[src/rtl/mem_wb_pipe_reg_pkg.sv]
// Shared MEM->WB pipeline definitions: default widths and the stage payload record.
package mem_wb_pipe_reg_pkg;

  localparam int MEM_WB_DATA_W = 32;
  localparam int MEM_WB_DEST_W = 4;

  // Payload at default widths; parametrised instances declare a same-shaped local type.
  typedef struct packed {
    logic                     wb_en;
    logic                     mem_r_en;
    logic [MEM_WB_DATA_W-1:0] alu_result;
    logic [MEM_WB_DATA_W-1:0] mem_read_value;
    logic [MEM_WB_DEST_W-1:0] dest;
  } mem_wb_payload_t;

endpackage

[src/rtl/pipe_skid_buf.sv]
// Generic two-entry valid/ready skid buffer with synchronous flush.
// in_ready is registered; the skid entry absorbs the beat accepted while the sink stalls.
module pipe_skid_buf #(
  parameter int W = 8
) (
  input  logic         clk,
  input  logic         rst,
  input  logic         flush,
  input  logic         in_valid,
  output logic         in_ready,
  input  logic [W-1:0] in_data,
  output logic         out_valid,
  input  logic         out_ready,
  output logic [W-1:0] out_data
);

  logic         main_valid, skid_valid, ready_q;
  logic [W-1:0] main_data, skid_data;
  logic         main_valid_n, skid_valid_n;
  logic         load_main_in, load_main_skid, load_skid;
  logic         accept, drain;

  always_comb begin
    accept         = in_valid & ready_q & ~flush;
    drain          = main_valid & out_ready;
    main_valid_n   = main_valid;
    skid_valid_n   = skid_valid;
    load_main_in   = 1'b0;
    load_main_skid = 1'b0;
    load_skid      = 1'b0;
    if (flush) begin
      main_valid_n = 1'b0;
      skid_valid_n = 1'b0;
    end else begin
      if (drain) begin
        if (skid_valid) begin
          load_main_skid = 1'b1;
          main_valid_n   = 1'b1;
          skid_valid_n   = 1'b0;
        end else if (accept) begin
          load_main_in = 1'b1;
          main_valid_n = 1'b1;
        end else begin
          main_valid_n = 1'b0;
        end
      end
      // Beat not already routed straight into a draining main entry.
      if (accept && !(drain && !skid_valid)) begin
        if (!main_valid) begin
          load_main_in = 1'b1;
          main_valid_n = 1'b1;
        end else begin
          load_skid    = 1'b1;
          skid_valid_n = 1'b1;
        end
      end
    end
  end

  always_ff @(posedge clk or posedge rst) begin
    if (rst) begin
      main_valid <= 1'b0;
      skid_valid <= 1'b0;
      ready_q    <= 1'b1;
      main_data  <= '0;
      skid_data  <= '0;
    end else begin
      main_valid <= main_valid_n;
      skid_valid <= skid_valid_n;
      ready_q    <= ~skid_valid_n;
      if (load_main_skid)
        main_data <= skid_data;
      else if (load_main_in)
        main_data <= in_data;
      if (load_skid)
        skid_data <= in_data;
    end
  end

  assign in_ready  = ready_q;
  assign out_valid = main_valid;
  assign out_data  = main_data;

endmodule

[src/rtl/mem_wb_pipe_reg.sv]
// MEM->WB stage register: skid-buffered payload, write-back value mux and
// forwarding tap for the hazard unit. Outputs come only from registers or a 2:1 mux of them.
module mem_wb_pipe_reg
  import mem_wb_pipe_reg_pkg::*;
#(
  parameter int DATA_W = MEM_WB_DATA_W,
  parameter int DEST_W = MEM_WB_DEST_W
) (
  input  logic              clk,
  input  logic              rst,
  input  logic              flush,
  input  logic              in_valid,
  output logic              in_ready,
  input  logic              in_wb_en,
  input  logic              in_mem_r_en,
  input  logic [DATA_W-1:0] in_alu_result,
  input  logic [DATA_W-1:0] in_mem_read_value,
  input  logic [DEST_W-1:0] in_dest,
  output logic              out_valid,
  input  logic              out_ready,
  output logic              out_wb_en,
  output logic              out_mem_r_en,
  output logic [DATA_W-1:0] out_alu_result,
  output logic [DATA_W-1:0] out_mem_read_value,
  output logic [DEST_W-1:0] out_dest,
  output logic [DATA_W-1:0] out_wb_value,
  output logic              fwd_valid,
  output logic [DEST_W-1:0] fwd_dest,
  output logic [DATA_W-1:0] fwd_value
);

  typedef struct packed {
    logic              wb_en;
    logic              mem_r_en;
    logic [DATA_W-1:0] alu_result;
    logic [DATA_W-1:0] mem_read_value;
    logic [DEST_W-1:0] dest;
  } payload_t;

  localparam int PL_W = $bits(payload_t);

  payload_t        in_pl, out_pl;
  logic [PL_W-1:0] out_vec;

  assign in_pl.wb_en          = in_wb_en;
  assign in_pl.mem_r_en       = in_mem_r_en;
  assign in_pl.alu_result     = in_alu_result;
  assign in_pl.mem_read_value = in_mem_read_value;
  assign in_pl.dest           = in_dest;

  pipe_skid_buf #(.W(PL_W)) u_skid (
    .clk       (clk),
    .rst       (rst),
    .flush     (flush),
    .in_valid  (in_valid),
    .in_ready  (in_ready),
    .in_data   (in_pl),
    .out_valid (out_valid),
    .out_ready (out_ready),
    .out_data  (out_vec)
  );

  assign out_pl             = payload_t'(out_vec);
  assign out_wb_en          = out_pl.wb_en;
  assign out_mem_r_en       = out_pl.mem_r_en;
  assign out_alu_result     = out_pl.alu_result;
  assign out_mem_read_value = out_pl.mem_read_value;
  assign out_dest           = out_pl.dest;
  assign out_wb_value       = out_pl.mem_r_en ? out_pl.mem_read_value : out_pl.alu_result;

  assign fwd_valid = out_valid & out_pl.wb_en;
  assign fwd_dest  = out_pl.dest;
  assign fwd_value = out_wb_value;

endmodule

[config.mk]
export PLATFORM = sky130hd
export DESIGN_NAME = mem_wb_pipe_reg
export DESIGN_NICKNAME = d
export VERILOG_FILES = /design/src/rtl/mem_wb_pipe_reg_pkg.sv /design/src/rtl/pipe_skid_buf.sv /design/src/rtl/mem_wb_pipe_reg.sv
export SDC_FILE = /design/constraint.sdc
export NUM_CORES = 1
export LEC_CHECK = 0
export ABC_AREA = 1
export BUFFER_PORTS_ARGS = -buffer_cell sky130_fd_sc_hd__buf_2
export CAP_MARGIN = 25
export CORE_ASPECT_RATIO = 0.7
export CORE_MARGIN = 5
export CORE_UTILIZATION = 52
export DETAILED_ROUTE_END_ITERATION = 10
export GPL_TIMING_DRIVEN = 0
export PLACE_DENSITY = 0.81
export SETUP_SLACK_MARGIN = 0.1
export SYNTH_ARGS = -nofsm -noshare
export SYNTH_HDL_FRONTEND = slang
export SYNTH_SLANG_ARGS = --single-unit
[constraint.sdc]
create_clock -name clk -period 5.9 [get_ports clk]
set_input_delay 0.59 -clock clk [delete_from_list [all_inputs] [get_ports clk]]
set_output_delay 0.59 -clock clk [all_outputs]
set_load 0.005 [all_outputs]
==> impl_results.rst <==
.. list-table::
   :header-rows: 1

   * - Metric
     - Value
   * - PD cells
     - 349 nW/um^2
   * - Worst Clk Skew
     - 0.00933 ns
   * - Port bufs
     - 215
   * - Maximum achievable frequency
     - 355 MHz
   * - Worst r2r src
     - u_skid.in_ready$_DFF_PP1_
   * - IO Count
     - 216
   * - Synth Net Count
     - 997
   * - Number of distinct library cells after synthesis
     - 16
   * - Finished layout cell area
     - 9020 um^2
   * - Multi-input gate area
     - 2970 um^2
   * - Post-route antenna net violation count
     - 0
   * - Cell accounting for the most synthesized area
     - sky130_fd_sc_hd__dfrtp_1
   * - Critical-path maximum fanout
     - 10
   * - Final instance count without filler cells
     - 1354
   * - Resized cells post-CTS
     - 0
   * - Die outline width
     - 150 um
   * - Count of placed standard cells including taps
     - 1323
   * - Wire length of the first global-routing pass
     - 33.5 mm
   * - Final RePlAce weighted congestion
     - 0.846
   * - Placement Rows
     - 35
   * - Final standard cell utilization of the core
     - between 60% and 70%
   * - Commonest cells after routing, fill and taps aside
     - sky130_fd_sc_hd__nand2_1, sky130_fd_sc_hd__buf_2, sky130_fd_sc_hd__dfrtp_1, sky130_fd_sc_hd__nand3_1, sky130_fd_sc_hd__buf_4
   * - Vias
     - 6941
   * - Result of the run
     - complete, no violations
   * - Setup violators final
     - 0
   * - Share of the clock period used by the worst path
     - 47.7%
   * - TritonCTS clock tree
     - done
   * - Number of antenna violations at the first check in global routing
     - 3
   * - Placed cell areas
     - around 8500 um^2
   * - Global-route congestion overflow total
     - 0
   * - Num Clock Sinks
     - between 100 and 150
   * - Cell at the slowest stage of the critical path
     - sky130_fd_sc_hd__clkbuf_1
   * - CTS Hold Bufs
     - 0
   * - Leakage power figure
     - 5.28 nW
   * - Initial Util
     - 53.6%
   * - Reg2reg path depth
     - 7
   * - Synthesized cell area
     - 7110 um^2
   * - Placed wire-length estimate after detailed placement
     - 15.1 mm
   * - Max H-tree Level
     - 4
   * - Post-DR wirelength/cell
     - 15.5 um
   * - Critical path class
     - flip-flop to output port
   * - IR drop worst, VDD
     - 0.241 mV
   * - Instance count of the mapped netlist
     - around 900
   * - Worst hold path type
     - input pin to async pin
   * - Clock root buffer
     - sky130_fd_sc_hd__clkbuf_16
   * - Synth warnings
     - 0
   * - Final count of pins violating max slew
     - 0
   * - Total global routing track utilization
     - roughly a quarter
   * - Routed vias/inst
     - 5.13
   * - Register clock-pin slew on the reported worst setup and hold paths
     - 0.06 ns
   * - Count of antenna diodes in the layout
     - 0
   * - Element type at the critical path start
     - flip-flop
   * - Worst-skew pair later-pin latency
     - 0.41 ns
   * - Max_cap viols
     - 0
   * - Y dimension of the die
     - 108 um
   * - Min Clock Period, post-route
     - between 2 and 3 ns
   * - Max incr delay on CP
     - 0.43 ns
   * - Layout cells sized above 1
     - 29.9%
   * - Register Area
     - approximately 3600 um^2
   * - Crit path required time
     - between 5 and 6 ns
   * - Most frequent standard cell in the layout excluding fill and tap cells
     - sky130_fd_sc_hd__nand2_1
   * - R2R Path End
     - u_skid.out_data[65]$_DFFE_PP0P_
   * - Sequential share of the synthesized area
     - around 50%
   * - Pin count of the biggest net entering global routing
     - 78
   * - Number of fillers in the final layout
     - 1156
   * - Routed WL
     - 21.0 mm
   * - Total iterations of the first detailed-routing run
     - 7
   * - Setup repair after global routing missed its margin
     - false
   * - Post-layout nets
     - 1232
   * - Worst Setup End Kind
     - output port
   * - Synthesized area per cell
     - slightly below 8 um^2
   * - Maximum clock path buffer count
     - 2
   * - Post-CTS setup buffers
     - 0
   * - Worst Path Arrival
     - 2.22 ns
   * - Ordered cell list for the critical path
     - clkbuf_1 > buf_2 > mux2_2 > buf_4 > buf_2
   * - Synthesis-to-layout area growth
     - 26.8%
   * - Count of final hold-check violations
     - 0
   * - Number of design-rule violations left by the first detailed-router iteration
     - 513
   * - Transition time at the pin with the least slew margin
     - 0.660 ns
   * - Via count of the first global-routing pass
     - between 6k and 7k
   * - Worst max-slew margin expressed relative to the limit
     - 56.0%
   * - Number of clock buffers inserted by TritonCTS
     - 17
   * - Ranking of synthesized cells by area
     - sky130_fd_sc_hd__dfrtp_1, sky130_fd_sc_hd__nand2_1, sky130_fd_sc_hd__nand3_1
   * - Core outline area
     - 13300 um^2
   * - Seq cells post-synth
     - 143
   * - DRC violations left
     - 0
   * - R2R setup slack
     - approximately 3.9 ns
   * - Top-area cell type share of the netlist area
     - 49.9%
   * - Full die area
     - about 16000 um^2
   * - Most Frequent Cell on Critical Path
     - sky130_fd_sc_hd__buf_2
worst max-delay path by stage:
stage	start	endpoint	slack (ns)	depth (start not counted)
2_1_floorplan	rst	u_skid.out_data[0]$_DFFE_PP0P_	1.47	1
3_3_place_gp	rst	u_skid.out_data[53]$_DFFE_PP0P_	-0.11	2
3_5_place_dp	u_skid.out_data[68]$_DFFE_PP0P_	out_wb_value[13]	3.51	5
4_1_cts	u_skid.out_data[68]$_DFFE_PP0P_	out_wb_value[13]	3.05	5
5_1_grt	u_skid.out_data[68]$_DFFE_PP0P_	out_wb_value[13]	2.99	5
6_report	u_skid.out_data[68]$_DFFE_PP0P_	out_wb_value[13]	3.09	5
power breakdown:
part / switching, mW / leakage (nW) / internal, mW
registers: 0.149 / 1.79 / 1.20
logic: 0.376 / 3.22 / 0.401
clock network: 0.406 / 0.269 / 0.619
total: 0.931 / 5.28 / 2.22
metrics by stage:
stage	setup TNS (ns)	setup WS, ns	total power [mW]	hold slack, ns
global placement	-14.34	-0.115	2.10	0.461
finish	0	3.09	3.15	0.261
detailed placement	0	3.51	2.13	0.465
global route	0	2.99	3.33	0.312
CTS	0	3.05	3.16	0.286
floorplan	0	1.47	1.77	0.449
routing by layer:
layer | GRT usage (%) | part of all wire [%] | wire length, um | vias to the layer above
li1 | - | - | - | 3342
met1 | 37.2 | 45 | 9410 | 3245
met2 | 41.2 | 45 | 9360 | 318
met3 | 6.23 | 9.4 | 1980 | 30
met4 | 6.20 | 1.1 | 227 | 6
met5 | 0 | 0.16 | 33 | -
cell type report:
cell class / count / share of cell area, %
buffer: 97 / 6.00
tap: 185 / 2.57
multi-input combinational: 676 / 32.9
clock inverter: 10 / 0.971
timing repair buffer: 216 / 12.2
inverter: 6 / 0.305
sequential: 143 / 39.7
clock buffer: 21 / 5.33
critical path, delay by kind of cell, from the launching register on:
family	cells	cell delay, ns
buffers and inverters	4	1.05
flip-flops	1	0.35
multiplexers	1	0.40
registers in the layout, indices dropped and copies added (netlist names):
name,cells
u_skid.in_ready,1
u_skid.out_valid,1
u_skid.skid_data,70
u_skid.out_data,70
u_skid.skid_valid,1
Yosys cell counts:
master and count:
sky130_fd_sc_hd__nand2_1 499, sky130_fd_sc_hd__buf_1 4, sky130_fd_sc_hd__mux2_2 32, sky130_fd_sc_hd__inv_2 2
sky130_fd_sc_hd__a21oi_1 1, sky130_fd_sc_hd__nand3_2 1, sky130_fd_sc_hd__nor2_4 1, sky130_fd_sc_hd__nand3_1 140
sky130_fd_sc_hd__clkbuf_1 29, sky130_fd_sc_hd__dfstp_2 1, sky130_fd_sc_hd__buf_4 39, sky130_fd_sc_hd__buf_2 25
sky130_fd_sc_hd__nand2_2 1, sky130_fd_sc_hd__nor2_1 1, sky130_fd_sc_hd__dfrtp_1 142, sky130_fd_sc_hd__inv_1 4
cells by family after synthesis:
group	share of synthesized area (%)
and+or+nand+nor	36.6
DFF	50.3
buffers and inverters	7.93
muxes	5.07
AOI/OAI and AO/OA	0.0703
Note: power is estimated with default switching activity, not from simulation.
